### src/rtl/uart_rx.sv
`timescale 1ns/1ps
// UART receiver: start, 8 data bits MSB first, parity (even/odd selectable), one stop bit.
// Latency: 2 synchroniser cycles + MID_SAMPLE + 10*CLKS_PER_BIT from line falling edge to rx_valid.
// No backpressure: rx_valid is a one-cycle strobe, consumer must take rx_data when it fires.
//
// Ports:
//   clk_3125      - system clock, all logic on rising edge
//   rst_n         - asynchronous active-low reset
//   parity_type   - 0 = even, 1 = odd; used at the parity sample point
//   rx            - asynchronous serial line, idle high
//   rx_data       - last received byte, held until the next frame completes
//   rx_valid      - one-cycle strobe when rx_data and error flags update
//   parity_error  - parity mismatch on last frame, held
//   framing_error - stop bit sampled low on last frame, held
//   rx_busy       - high whenever the receiver is not idle
module uart_rx #(
    parameter int CLKS_PER_BIT = 14,
    parameter int MID_SAMPLE   = 7
) (
    input  logic       clk_3125,
    input  logic       rst_n,
    input  logic       parity_type,
    input  logic       rx,
    output logic [7:0] rx_data,
    output logic       rx_valid,
    output logic       parity_error,
    output logic       framing_error,
    output logic       rx_busy
);

    localparam int CNT_W = $clog2(CLKS_PER_BIT);

    // Counter value seen on the edge that is N cycles after it was cleared is N-1.
    localparam logic [CNT_W-1:0] MID_LAST = CNT_W'(MID_SAMPLE - 1);
    localparam logic [CNT_W-1:0] BIT_LAST = CNT_W'(CLKS_PER_BIT - 1);

    typedef enum logic [2:0] {
        IDLE,
        START,
        DATA,
        PARITY,
        STOP,
        BREAK_WAIT
    } state_t;

    // Two-flop synchroniser plus one history flop for edge detection.
    logic rx_meta_q;
    logic rx_s_q;
    logic rx_prev_q;

    always_ff @(posedge clk_3125 or negedge rst_n) begin
        if (!rst_n) begin
            rx_meta_q <= 1'b1;
            rx_s_q    <= 1'b1;
            rx_prev_q <= 1'b1;
        end else begin
            rx_meta_q <= rx;
            rx_s_q    <= rx_meta_q;
            rx_prev_q <= rx_s_q;
        end
    end

    state_t           state_q;
    logic [CNT_W-1:0] cnt_q;
    logic [2:0]       bit_cnt_q;
    logic [7:0]       shift_q;
    logic             perr_q;
    logic [7:0]       rx_data_q;
    logic             rx_valid_q;
    logic             parity_error_q;
    logic             framing_error_q;
    logic             rx_busy_q;

    logic start_edge;
    logic cnt_last;

    assign start_edge = rx_prev_q & ~rx_s_q;
    assign cnt_last   = (cnt_q == BIT_LAST);

    always_ff @(posedge clk_3125 or negedge rst_n) begin
        if (!rst_n) begin
            state_q         <= IDLE;
            cnt_q           <= '0;
            bit_cnt_q       <= '0;
            shift_q         <= '0;
            perr_q          <= 1'b0;
            rx_data_q       <= '0;
            rx_valid_q      <= 1'b0;
            parity_error_q  <= 1'b0;
            framing_error_q <= 1'b0;
            rx_busy_q       <= 1'b0;
        end else begin
            rx_valid_q <= 1'b0;
            case (state_q)
                IDLE: begin
                    cnt_q     <= '0;
                    bit_cnt_q <= '0;
                    if (start_edge) begin
                        state_q   <= START;
                        rx_busy_q <= 1'b1;
                    end
                end
                START: begin
                    if (cnt_q == MID_LAST) begin
                        cnt_q <= '0;
                        // Line back high at mid start bit: treat as noise.
                        if (rx_s_q) begin
                            state_q   <= IDLE;
                            rx_busy_q <= 1'b0;
                        end else begin
                            state_q <= DATA;
                        end
                    end else begin
                        cnt_q <= cnt_q + CNT_W'(1);
                    end
                end
                DATA: begin
                    if (cnt_last) begin
                        cnt_q   <= '0;
                        shift_q <= {shift_q[6:0], rx_s_q};
                        if (bit_cnt_q == 3'd7) begin
                            bit_cnt_q <= '0;
                            state_q   <= PARITY;
                        end else begin
                            bit_cnt_q <= bit_cnt_q + 3'd1;
                        end
                    end else begin
                        cnt_q <= cnt_q + CNT_W'(1);
                    end
                end
                PARITY: begin
                    if (cnt_last) begin
                        cnt_q   <= '0;
                        // Expected bit is ^byte for even, its inverse for odd.
                        perr_q  <= rx_s_q ^ (^shift_q) ^ parity_type;
                        state_q <= STOP;
                    end else begin
                        cnt_q <= cnt_q + CNT_W'(1);
                    end
                end
                STOP: begin
                    if (cnt_last) begin
                        cnt_q           <= '0;
                        rx_data_q       <= shift_q;
                        parity_error_q  <= perr_q;
                        framing_error_q <= ~rx_s_q;
                        rx_valid_q      <= 1'b1;
                        // Leave mid stop bit so a back-to-back start edge is not missed.
                        if (rx_s_q) begin
                            state_q   <= IDLE;
                            rx_busy_q <= 1'b0;
                        end else begin
                            state_q <= BREAK_WAIT;
                        end
                    end else begin
                        cnt_q <= cnt_q + CNT_W'(1);
                    end
                end
                BREAK_WAIT: begin
                    if (rx_s_q) begin
                        state_q   <= IDLE;
                        rx_busy_q <= 1'b0;
                    end
                end
                default: begin
                    state_q   <= IDLE;
                    rx_busy_q <= 1'b0;
                end
            endcase
        end
    end

    assign rx_data       = rx_data_q;
    assign rx_valid      = rx_valid_q;
    assign parity_error  = parity_error_q;
    assign framing_error = framing_error_q;
    assign rx_busy       = rx_busy_q;

endmodule
### config.mk
export PLATFORM = sky130hd
export DESIGN_NAME = uart_rx
export DESIGN_NICKNAME = d
export VERILOG_FILES = /design/src/rtl/uart_rx.sv
export SDC_FILE = /design/constraint.sdc
export NUM_CORES = 1
export LEC_CHECK = 0
export ABC_AREA = 0
export BUFFER_PORTS_ARGS = -buffer_cell sky130_fd_sc_hd__buf_2
export CORE_MARGIN = 4
export CORE_UTILIZATION = 40
export CTS_BUF_LIST = sky130_fd_sc_hd__clkbuf_16
export CTS_CLUSTER_DIAMETER = 120
export CTS_CLUSTER_SIZE = 30
export DETAILED_ROUTE_END_ITERATION = 6
export PLACE_DENSITY = 0.68
export REMOVE_ABC_BUFFERS = 1
export SLEW_MARGIN = 20
export SYNTH_ARGS = -nofsm -noshare
export SYNTH_HDL_FRONTEND = slang
export SYNTH_SLANG_ARGS = --single-unit
### constraint.sdc
create_clock -name clk_3125 -period 4.13 [get_ports clk_3125]
set_input_delay 0.2065 -clock clk_3125 [delete_from_list [all_inputs] [get_ports clk_3125]]
set_output_delay 0.2065 -clock clk_3125 [all_outputs]
set_load 0.05 [all_outputs]
==> impl_results.md <==
- Netlist cell types: 44
- CTS sink count: 34
- Kind of critical path: flip-flop to flip-flop
- Initial antenna violation count: 0
- # diodes: 0
- Yosys top cell area share: 43.1%
- Hold slack: -0.0120 ns
- Design Area, Final: 2000 um2
- CP Launch Type: flip-flop
- Rel. slew slack: 45.6%
- Met3 routed WL: 157 um
- Sequential area share after synthesis: 47.5%
- Total Routed Length: 3250 um
- Met2 routed WL: 1600 um
- Initial Util: 41.4%
- Post-CTS Resized: 0
- Arr. time, crit path: 2.02 ns
- Worst Path Required: 4.29 ns
- Critical Path Max Stage Delay: 0.68 ns
- DRC viols: 0
- Post-CTS Setup Bufs: 0
- Cells after Synth: 156
- Final period utilization: 45.0%
- Uppermost routed layer: met4
- Wire per inst: 14.9 um
- IO Pins: 16
- DP HPWL: 2280 um
- Synth Area in XOR/XNOR: 4.66%
- Cell leakage power: 0.933 nW
- H-tree level count: 2
- Post-synthesis compound-gate area fraction: 12.7%
- Hold-fix buffers, CTS: 0
- Chip width: 75.1 um
- CTS tree: done
- Fraction of final layout cells with drive strength greater than 1: 28.3%
- CTS Buf Count: 5
- Endpoint class of the critical path: flip-flop
- Multi-input logic area: 838 um2
- Fin. Hold Viols: 31
- Wl on met1: 1470 um
- RSZ-0062 raised after global routing: no
- Most common cell in the netlist: dfrtp_1
- Setup violators final: 0
- GRT Residual Overflow: 0
- DR vias: 1201
- Hold Path Class: primary input to asynchronous set/reset pin
- GRT Resource Usage Total: 12.7%
- Drt pass-1 iters: 4
- Area post-placement: 1860 um2
- Number of global-route vias before repair: 1224
- Slowest CP cell: dfrtp_1
- Max Transition Viols Final: 0
- Vias/cell: 5.51
- WP buf/inv: 0
- Largest net degree at the start of global routing: 35
- Crit path max fanout: 27
- CP top delay family: simple AND/OR/NAND/NOR gates
- Fraction of the mapped netlist area in simple logic gates: 14.3%
- Setup Skew: 0.00214 ns
- Mux share of post-synthesis cell area: 13.5%
- Clock transition at path regs: 0.05 ns
- Adder-Cell Fraction of Synth Area: 1.39%
- Maximum vdd ir drop: 0.224 mV
- Power density over cell area: 466 nW/um2
- Layout area overhead: 10.9%
- Failing checks: negative hold slack
- Ys async rst share: 100%
- Post-layout minimum cycle time: 1.86 ns
- Pre-CTS setup slack: 2.27 ns
- Post-synth top area cell: dfrtp_1
- Fillers: 392
- Critical path, cell by cell: nand2b_1 > nor3_1 > mux2_2
- Core area: 4350 um2
- Peak Freq: 538 MHz
- Post-Syn Area: 1800 um2
- CTS Buffer Depth: 2
- Post-synth EDFFs: 0
- Die Y: 75.1 um
- DRT antenna net count: 0
- Root buffer cell: clkbuf_16
- Total Die Area: 5640 um2
- First-pass GRT wire length: 5430 um
- Sequential Area: 855 um2
- Synth area leaders: dfrtp_1, mux2_4, dfstp_2
- Post-synth top cells: dfrtp_1, o21ai_0, mux2_4
- Final setup TNS: 0 ns
- Primary FF master, synth: dfrtp_1
- # nets final: 171
- Main combinational cell family by area after synthesis: simple AND/OR/NAND/NOR gates
- Gpl congestion: 0.807
- Worst slew pin tran: 0.816 ns
- Setup slack after layout: 2.27 ns
- Insertion delay to the later sink of the worst-skew pair: 0.27 ns
- Cell Rows: 24
- Status: finished with violations
- Yosys warns: 0
- Port Buffers: 15
- #FFs+latches synth: 34
- Max_cap viols: 0
- Avg Cell Area, Syn: 11.5 um2
- DR iter-0 viols: 61
## layout by cell type, fill, tap and decap left out, drive strengths merged, types with 2 or more instances in the layout
master,netlist,routed
dfrtp,31,31
mux2,17,17
buf,9,15
o21ai,13,13
nand2,7,7
xnor2,7,7
inv,6,6
a21oi,6,6
nor2,5,5
clkbuf,4,5
nor3,4,4
nand3,4,4
nand2b,3,3
a31oi,3,3
nor3b,3,3
nand3b,3,3
dfstp,3,3
and4b,2,2
nand4b,2,2
o221ai,2,2
ha,2,2
clkinv,0,2
## cell type report
cell class	count	area share (%)
Inverter	6	1.13
Timing Repair Buffer	15	3.76
Tap cell	52	3.26
Clock buffer	5	6.27
Clock inverter	3	0.815
Sequential cell	34	42.8
Multi-Input combinational cell	103	42.0
## sequential cells by signal, summed over array words and instances, names as in the netlist
signal         cells
rx_data            8
shift_q            8
cnt_q              4
bit_cnt_q          3
state_q            3
framing_error      1
parity_error       1
perr_q             1
rx_busy            1
rx_meta_q          1
rx_prev_q          1
rx_s_q             1
rx_valid           1
## logic make-up after synthesis
logic type,Yosys count
AO/OA/AOI/OAI,36
XOR/XNOR,8
adder cells (fa/ha/maj),2
buffers and inverters,19
flip-flops,34
multiplexers,18
AND/OR/NAND/NOR,39
## stage by stage
stage                     utilization, %  total power (W)  instances
after floorplan                        -         0.000533        143
after global placement              42.6         0.000574        210
after detailed placement            42.6         0.000584        210
after CTS                           45.9         0.000940        218
after global routing                45.9         0.000984        218
final                               45.9         0.000931        218
## metal layers
metal,up-vias,GRT usage (%)
met4,0,3.56
met2,28,20.6
met1,594,15.7
li1,577,-
met5,-,0
met3,2,4.94
## report_power, final
part | leakage [nW] | switching, W | internal [W]
Combinational | 0.408 | 0.000103 | 0.0000698
Sequential | 0.458 | 0.0000498 | 0.000355
Clock | 0.0672 | 0.000133 | 0.000220
Total | 0.933 | 0.000286 | 0.000644
## worst paths after layout
check,cells past startpoint,to,slack [ns],startpoint
min in group clk_3125,1,rx_meta_q,0.03,rx
min reg2reg,0,rx_s_q,0.36,rx_meta_q
max in group asynchronous,1,rx_busy,3.68,rst_n
min,1,rx_data[4],-0.01,rst_n
max reg2reg,3,perr_q,2.27,state_q[2]
max,3,perr_q,2.27,state_q[2]
Power figures use the tool's default switching activity.
